--- src/rtl/img_ram_loader_if.sv ---
// Byte-stream input and pixel-RAM write bus of the image loader.
// master = byte source / RAM side, slave = the loader itself.
interface img_ram_loader_if #(
    parameter int ADDR_WIDTH = 16
);
    logic [7:0]            in_byte;
    logic                  in_valid;
    logic                  in_ready;
    logic                  wr_en;
    logic [ADDR_WIDTH-1:0] wr_addr;
    logic [23:0]           wr_data;

    modport master (
        output in_byte, in_valid,
        input  in_ready, wr_en, wr_addr, wr_data
    );

    modport slave (
        input  in_byte, in_valid,
        output in_ready, wr_en, wr_addr, wr_data
    );
endinterface

--- src/rtl/img_ram_loader.sv ---
// Assembles an R,G,B byte stream into 24-bit pixels and writes IMG_PIXELS of them to RAM.
// Define IMG_LOADER_CHKSUM_EN to add the running 24-bit pixel checksum output.
module img_ram_loader #(
    parameter int ADDR_WIDTH = 16,
    parameter int IMG_PIXELS = 40000
) (
    input  logic            clk,
    input  logic            rst_n,
    input  logic            start,
    input  logic            abort,
    img_ram_loader_if.slave bus,
    output logic            busy,
`ifdef IMG_LOADER_CHKSUM_EN
    output logic [23:0]     chksum,
`endif
    output logic            done
);

    typedef enum logic [1:0] {S_IDLE, S_LOAD, S_DONE} state_t;

    localparam logic [ADDR_WIDTH-1:0] LAST_IDX = ADDR_WIDTH'(IMG_PIXELS - 1);

    state_t                state_q, state_d;
    logic [1:0]            byte_cnt_q, byte_cnt_d;
    logic [ADDR_WIDTH-1:0] pix_idx_q, pix_idx_d;
    logic [7:0]            r_q, r_d, g_q, g_d;
    logic                  wr_en_q, wr_en_d;
    logic [ADDR_WIDTH-1:0] wr_addr_q, wr_addr_d;
    logic [23:0]           wr_data_q, wr_data_d;

    logic go, accept, pix_done, last_pix;

    assign go       = (state_q == S_IDLE) && start && !abort;
    assign accept   = bus.in_valid && (state_q == S_LOAD);
    assign pix_done = accept && (byte_cnt_q == 2'd2);
    assign last_pix = pix_done && (pix_idx_q == LAST_IDX);

    always_ff @(posedge clk or negedge rst_n) begin
        if (!rst_n) state_q <= S_IDLE;
        else        state_q <= state_d;
    end

    always_comb begin
        state_d = state_q;
        case (state_q)
            S_IDLE:  if (go) state_d = S_LOAD;
            S_LOAD: begin
                // abort outranks completion; a pixel finished this cycle is still written
                if (abort)         state_d = S_IDLE;
                else if (last_pix) state_d = S_DONE;
            end
            S_DONE:  state_d = S_IDLE;
            default: state_d = S_IDLE;
        endcase
    end

    always_comb begin
        bus.in_ready = (state_q == S_LOAD);
        busy         = (state_q == S_LOAD);
        done         = (state_q == S_DONE);
    end

    always_comb begin
        byte_cnt_d = byte_cnt_q;
        pix_idx_d  = pix_idx_q;
        r_d        = r_q;
        g_d        = g_q;
        wr_en_d    = 1'b0;
        wr_addr_d  = wr_addr_q;
        wr_data_d  = wr_data_q;
        if (go) begin
            byte_cnt_d = 2'd0;
            pix_idx_d  = '0;
        end else if (accept) begin
            case (byte_cnt_q)
                2'd0: begin
                    r_d        = bus.in_byte;
                    byte_cnt_d = 2'd1;
                end
                2'd1: begin
                    g_d        = bus.in_byte;
                    byte_cnt_d = 2'd2;
                end
                default: begin
                    wr_en_d    = 1'b1;
                    wr_addr_d  = pix_idx_q;
                    wr_data_d  = {r_q, g_q, bus.in_byte};
                    byte_cnt_d = 2'd0;
                    // saturate so a full 2^ADDR_WIDTH image never wraps to 0
                    if (pix_idx_q != LAST_IDX) pix_idx_d = pix_idx_q + ADDR_WIDTH'(1);
                end
            endcase
        end
    end

    always_ff @(posedge clk or negedge rst_n) begin
        if (!rst_n) begin
            byte_cnt_q <= 2'd0;
            pix_idx_q  <= '0;
            r_q        <= 8'd0;
            g_q        <= 8'd0;
            wr_en_q    <= 1'b0;
            wr_addr_q  <= '0;
            wr_data_q  <= 24'd0;
        end else begin
            byte_cnt_q <= byte_cnt_d;
            pix_idx_q  <= pix_idx_d;
            r_q        <= r_d;
            g_q        <= g_d;
            wr_en_q    <= wr_en_d;
            wr_addr_q  <= wr_addr_d;
            wr_data_q  <= wr_data_d;
        end
    end

    assign bus.wr_en   = wr_en_q;
    assign bus.wr_addr = wr_addr_q;
    assign bus.wr_data = wr_data_q;

`ifdef IMG_LOADER_CHKSUM_EN
    logic [23:0] chksum_q, chksum_d;

    // updated on the same edge as the write so the sum already includes the pixel on wr_en
    always_comb begin
        chksum_d = chksum_q;
        if (go)           chksum_d = 24'd0;
        else if (wr_en_d) chksum_d = chksum_q + wr_data_d;
    end

    always_ff @(posedge clk or negedge rst_n) begin
        if (!rst_n) chksum_q <= 24'd0;
        else        chksum_q <= chksum_d;
    end

    assign chksum = chksum_q;
`endif

endmodule
--- src/flat_wrapper.sv ---
// flat-port wrapper written by rule: the top's interface ports become plain ports
module img_ram_loader_flat 
#(
    parameter int ADDR_WIDTH = 16,
    parameter int IMG_PIXELS = 40000
)
  (clk, rst_n, start, abort, busy, done, bus_in_byte, bus_in_valid, bus_in_ready, bus_wr_en, bus_wr_addr, bus_wr_data);
  img_ram_loader_if #(.ADDR_WIDTH(ADDR_WIDTH)) bus_i ();
  input  logic clk;
  input  logic rst_n;
  input  logic start;
  input  logic abort;
  output logic busy;
  output logic done;
  input wire logic [$bits(bus_i.in_byte)-1:0] bus_in_byte;
  input wire logic [$bits(bus_i.in_valid)-1:0] bus_in_valid;
  output wire logic [$bits(bus_i.in_ready)-1:0] bus_in_ready;
  output wire logic [$bits(bus_i.wr_en)-1:0] bus_wr_en;
  output wire logic [$bits(bus_i.wr_addr)-1:0] bus_wr_addr;
  output wire logic [$bits(bus_i.wr_data)-1:0] bus_wr_data;
  assign bus_i.in_byte = bus_in_byte;
  assign bus_i.in_valid = bus_in_valid;
  assign bus_in_ready = bus_i.in_ready;
  assign bus_wr_en = bus_i.wr_en;
  assign bus_wr_addr = bus_i.wr_addr;
  assign bus_wr_data = bus_i.wr_data;
  img_ram_loader #(.ADDR_WIDTH(ADDR_WIDTH), .IMG_PIXELS(IMG_PIXELS)) u_core (.clk(clk), .rst_n(rst_n), .start(start), .abort(abort), .bus(bus_i), .busy(busy), .done(done));
endmodule
--- config.mk ---
export PLATFORM = sky130hd
export DESIGN_NAME = img_ram_loader_flat
export DESIGN_NICKNAME = d
export VERILOG_FILES = /design/src/rtl/img_ram_loader_if.sv /design/src/rtl/img_ram_loader.sv /design/src/flat_wrapper.sv
export SDC_FILE = /design/constraint.sdc
export NUM_CORES = 1
export LEC_CHECK = 0
export ABC_CLOCK_PERIOD_IN_PS = 2200
export CORE_AREA = 2 2 102 114
export DETAILED_ROUTE_END_ITERATION = 10
export DIE_AREA = 0 0 104 116
export PLACE_DENSITY = 0.62
export SLEW_MARGIN = 5
export SYNTH_ARGS = -nofsm -noshare
export SYNTH_HDL_FRONTEND = slang
export SYNTH_SLANG_ARGS = --single-unit
--- constraint.sdc ---
create_clock -name clk -period 2.2 [get_ports clk]
set_input_delay 0.44 -clock clk [delete_from_list [all_inputs] [get_ports clk]]
set_output_delay 0.44 -clock clk [all_outputs]
set_load 0.01 [all_outputs]
Word-level counts from Yosys, hierarchy flattened:

Index checks and enable logic that the tools add are counted.

* register bits after elaboration: 77
* input bits: 13
* word-level logic and storage cells: 50

* add/subtract/negate cells: 1
* equal/unequal tests: 9
* mux-type cells: 14
* bitwise gates (word level): 2
* reductions and logical operators: 16

Operator list (count)
* $mux W16: 4
* $add A16 B1 Y16 const B: 1
* $eq A16 B16 Y1 const B: 1
* $ne A16 B16 Y1 const B: 1
* $reduce_and A3 Y1: 4
* $mux W2: 5
* $pmux W2 S2: 2
* $logic_and A1 B1 Y1: 5
* $eq A2 B1 Y1 const B: 2
* $eq A2 B2 Y1 const B: 2
* $logic_not A2 Y1: 2
* $ne A2 B1 Y1 const B: 2
* $reduce_bool A2 Y1: 2
* $mux W1: 3
* $ne A3 B2 Y1 const B: 1
* $not A1 Y1: 2
* $reduce_and A2 Y1: 1
* $reduce_or A2 Y1: 1
* $logic_not A1 Y1: 1

Depth between registers and ports, before layout:

* depth after elaboration: 7
* gate-level depth with buffers: 8

Worst setup path before layout:

No wires, ideal clock.

* kind: flip-flop to flip-flop
* start point: register u_core.state_q[1]
* end point: register u_core.pix_idx_q[13]
* library setup time: 0.078 ns
* arrival time: 1.693 ns
* slack: 0.429 ns
* stages on the path, launching flop included: 8
* path buffers: 1
* period minus slack after synthesis: 1.771 ns
* path through: dfrtp_1 > and2b_2 > nand3_4 > inv_2 > nand3_2 > buf_6 > or4_1 > a21oi_1

* elaborated cells between the ends (all ways): 10
* classes of those cells: eq/ne (2); mux (1); reduce/logical (7)

RTL lines
* from (decl): RTL line img_ram_loader.sv:23 `state_t state_q, state_d;`
* from (signal assigned): RTL line img_ram_loader.sv:40 `else state_q <= state_d;`
* $eq A2 B1 Y1
* net bus_in_ready: RTL line flat_wrapper.sv:17 `output wire logic [$bits(bus_i.in_ready)-1:0] bus_in_ready;`
* $logic_and A1 B1 Y1: RTL line img_ram_loader.sv:34 `assign accept = bus.in_valid && (state_q == S_LOAD);`
* $reduce_bool A2 Y1 (no line)
* $reduce_and A3 Y1 (no line)
* to (signal assigned): RTL line img_ram_loader.sv:107 `pix_idx_q <= pix_idx_d;`
* to (decl): RTL line img_ram_loader.sv:25 `logic [ADDR_WIDTH-1:0] pix_idx_q, pix_idx_d;`

The timed path passes the listed nets, and every way through them passes these cells.
A chain may end at the register's enable or synchronous reset.

Final worst setup path:

* start point: register u_core.state_q[1]
* end point: output busy

* longest elaborated chain between the ends: 1

RTL lines
* $eq A2 B1 Y1: RTL line img_ram_loader.sv:59 `busy = (state_q == S_LOAD);`
* to (decl): RTL line flat_wrapper.sv:13 `output logic busy;`

No other way between the ends.

==> impl_metrics.yaml <==
clocking:
  htreeDepth: 3
  cts_setup_buffers: 0
  clkSlewWorstSetupHoldPaths_ns: 0.06
  cts-root-buf: "clkbuf_16"
  cts_resized: 0
  clock_latency_ns: 0.33
  clkSinkCount: 77
  cts_inserted_buffers: 9
  cts_tree: "built"
  cts_max_path_buffers: 2
  cts_hold_buffers: 0
critical_path:
  cp_cell_sequence: "and2b_2 -> clkdlybuf4s50_1"
  start_kind: "register"
  path_max_fanout: 5
  cp.arrival_ns: 1.56
  slowest_delay_ns: 0.55
  slowest_stage: "clkdlybuf4s50_1"
  worstPathBufferInverterCount: 1
  criticalPathCategory: "register to primary output"
  required_ns: 1.76
  setup.worst_path.end_class: "primary output"
  path_delay_family: "buffers and inverters"
synth:
  postSynthAreaPerCell_um2: 10.03
  syn_inst: 322
  synth_ff_type: "dfrtp_1"
  ys_seq_area_share_pct: 59.67
  async_reset_ff_share_pct: 100.0
  synth_cell_types: 35
  synth_area_um2: 3229
  ys_ff_latch: 77
  syn-num-nets: 336
  ys_warn_count: 0
  synth_edf_count: 0
pwr:
  ir_drop_mv: 0.3927
  seq_power_share_pct: 44.9
  intPower_mw: 3.239
  leakage_nw: 2.014
  p_sw_mw: 1.162
  clkPwrFrac_pct: 33.4
  p_sw_share_pct: 26.41
  power.density_nw_per_um2: 1025
  p_comb_share_pct: 21.6
  power.total_mw: 4.401
timing:
  tns_ns: 0
  slew_headroom_pct: 48.42
  post-route-period-util_pct: 90.74
  maxSlewViolCount: 0
  worst_pin_slew_ns: 0.7666
  fin_crit_ns: 1.996
  fmax_mhz: 500.9
  skew_ns: 0.007454
  final-setup-viol-count: 0
  rsz0062_at_grt: "false"
  hold_violations: 0
drt:
  firstDrtPassIters: 4
  route.detailed.drc: 0
  avgRoutedWirePerCell_um: 13.51
  drt-total-wl_um: 7230
  vias_per_cell: 4.570
  via_count: 2445
  drt_iter0_drc: 96
  postRouteAntennaNets: 0
global_route:
  overflow: 0
  grt.total_usage_pct: 13.27
  grt_pass1_wl_um: 12650
  antenna_found_initial: 0
  grt_pass1_vias: 2517
  grt_max_degree: 41
final_layout:
  seq_area_um2: 1927
  multi_input_area_um2: 1219
  area_growth_pct: 32.93
  drive_above_1_share_pct: 12.11
  final_nets: 398
  antenna_cells: 0
  fillers: 1084
place:
  gp_congestion: 0.8004
  io_buffers: 56
  dp_hpwl_um: 5008
floorplanning:
  die_h_um: 116
  initial_core_util_pct: 29.87
  core_area_um2: 10810
  die_w_um: 104
  pin_count: 57
  design.die.area_um2: 12060
  num_rows: 40
job:
  maxCapViolCount: 0
outcome:
  status: "complete, no violations"
hold_path:
  hold_path.class: "input pin to asynchronous set/reset pin"
area by class of cell:
cell class	instances	area share [%]
inverters	4	0.3498
well taps	147	4.284
flip-flops and latches	77	44.88
clock inverters	5	1.370
multi-input cells	227	28.39
repair buffers	65	15.16
clock buffers	10	5.567
sequential cells by signal (all words and copies together) (netlist names):
| register | cells |
|---|---|
| u_core.bus.wr_data | 24 |
| u_core.r_q | 8 |
| u_core.byte_cnt_q | 2 |
| u_core.bus.wr_en | 1 |
| u_core.pix_idx_q | 16 |
| u_core.state_q | 2 |
| u_core.bus.wr_addr | 16 |
| u_core.g_q | 8 |
power by group through the flow:
stage	clock [mW]	sequential, mW	combinational, mW
after floorplan	0	2.05	0.337
after global placement	0	1.99	0.952
after detailed placement	0	2.01	0.969
after CTS	1.52	1.98	0.973
after global routing	1.57	2.03	1.06
final	1.47	1.98	0.952
cell usage in the layout (no fill, tap or decap), drive strengths merged:
cell,instances
and3,4
and2b,1
and4,2
clkdlybuf4s50,55
nand4,7
o311ai,1
clkinv,1
clkbuf,10
buf,10
a21oi,14
o31ai,4
clkinvlp,2
mux2i,7
or3,4
nor2,2
or4b,1
dfrtp,77
nor3,1
nor2b,2
nand2b,4
ha,1
inv,5
nand2,132
nand3,6
a211o,1
o21ai,7
nor4,2
or4,5
nor4b,2
nand3b,1
bufinv,1
mux2,16
routing by layer:
metal,GRT usage (%),part of all wire (%)
met5,0,0
met4,5.766,1.7
met3,4.893,4.9
met2,20.00,46
met1,17.25,47
worst reg2reg max path, delay by kind of cell, from the launching register on:
| kind | cells | cell delay (ns) |
|---|---|---|
| flops | 1 | 0.43 |
| simple gates | 4 | 1.39 |
path summary, 6_finish.rpt:
kind	start	endpoint	slack [ns]	depth (start not counted)
max	u_core.state_q[1]$_DFFE_PN0P_	busy	0.20	2
min	rst_n	u_core.bus.wr_addr[13]$_DFFE_PN0P_	0.09	1
max reg2reg	u_core.pix_idx_q[13]$_DFFE_PN0P_	u_core.state_q[1]$_DFFE_PN0P_	0.32	4
min reg2reg	u_core.g_q[3]$_DFFE_PN0P_	u_core.bus.wr_data[11]$_DFFE_PN0P_	0.46	2
max in group asynchronous	rst_n	u_core.pix_idx_q[5]$_DFFE_PN0P_	1.60	2
min in group clk	u_core.g_q[3]$_DFFE_PN0P_	u_core.bus.wr_data[11]$_DFFE_PN0P_	0.46	2
metrics by stage:
step	hold WS, ns	utilization [%]	setup slack (ns)	instances	cell area, µm²
2_1_floorplan	0.1444	-	0.4290	322	3229
3_3_place_gp	0.4441	36.96	0.1011	520	3995
3_5_place_dp	0.4505	36.96	0.06330	520	3995
4_1_cts	0.1063	39.71	0.1863	535	4293
5_1_grt	0.1273	39.71	0.1347	535	4293
6_report	0.09230	39.71	0.2038	535	4293
synth_stat cells, drive strengths merged, types with 2 or more instances:
cell type,number,area (µm²)
nand2,132,495.5
dfrtp,77,1927
mux2,16,180.2
a21oi,14,70.07
buf,8,46.30
mux2i,7,70.07
nand4,7,43.79
o21ai,7,35.03
clkbuf,6,22.52
nand3,6,47.55
or4,5,37.54
and3,4,25.02
inv,4,15.01
nand2b,4,25.02
o31ai,4,30.03
or3,4,25.02
and4,2,17.52
nor2,2,7.510
nor2b,2,12.51
nor4,2,12.51
nor4b,2,17.52
kinds of logic after synthesis:
| family | Yosys count | synth area share [%] |
|---|---|---|
| buffers and inverters | 18 | 2.596 |
| AND/OR/NAND/NOR | 176 | 24.87 |
| AO/OA/AOI/OAI | 27 | 4.727 |
| flip-flops | 77 | 59.67 |
| adder cells (fa/ha/maj) | 1 | 0.3874 |
| multiplexers | 23 | 7.749 |
No activity file was read; power rests on OpenSTA's default activity.
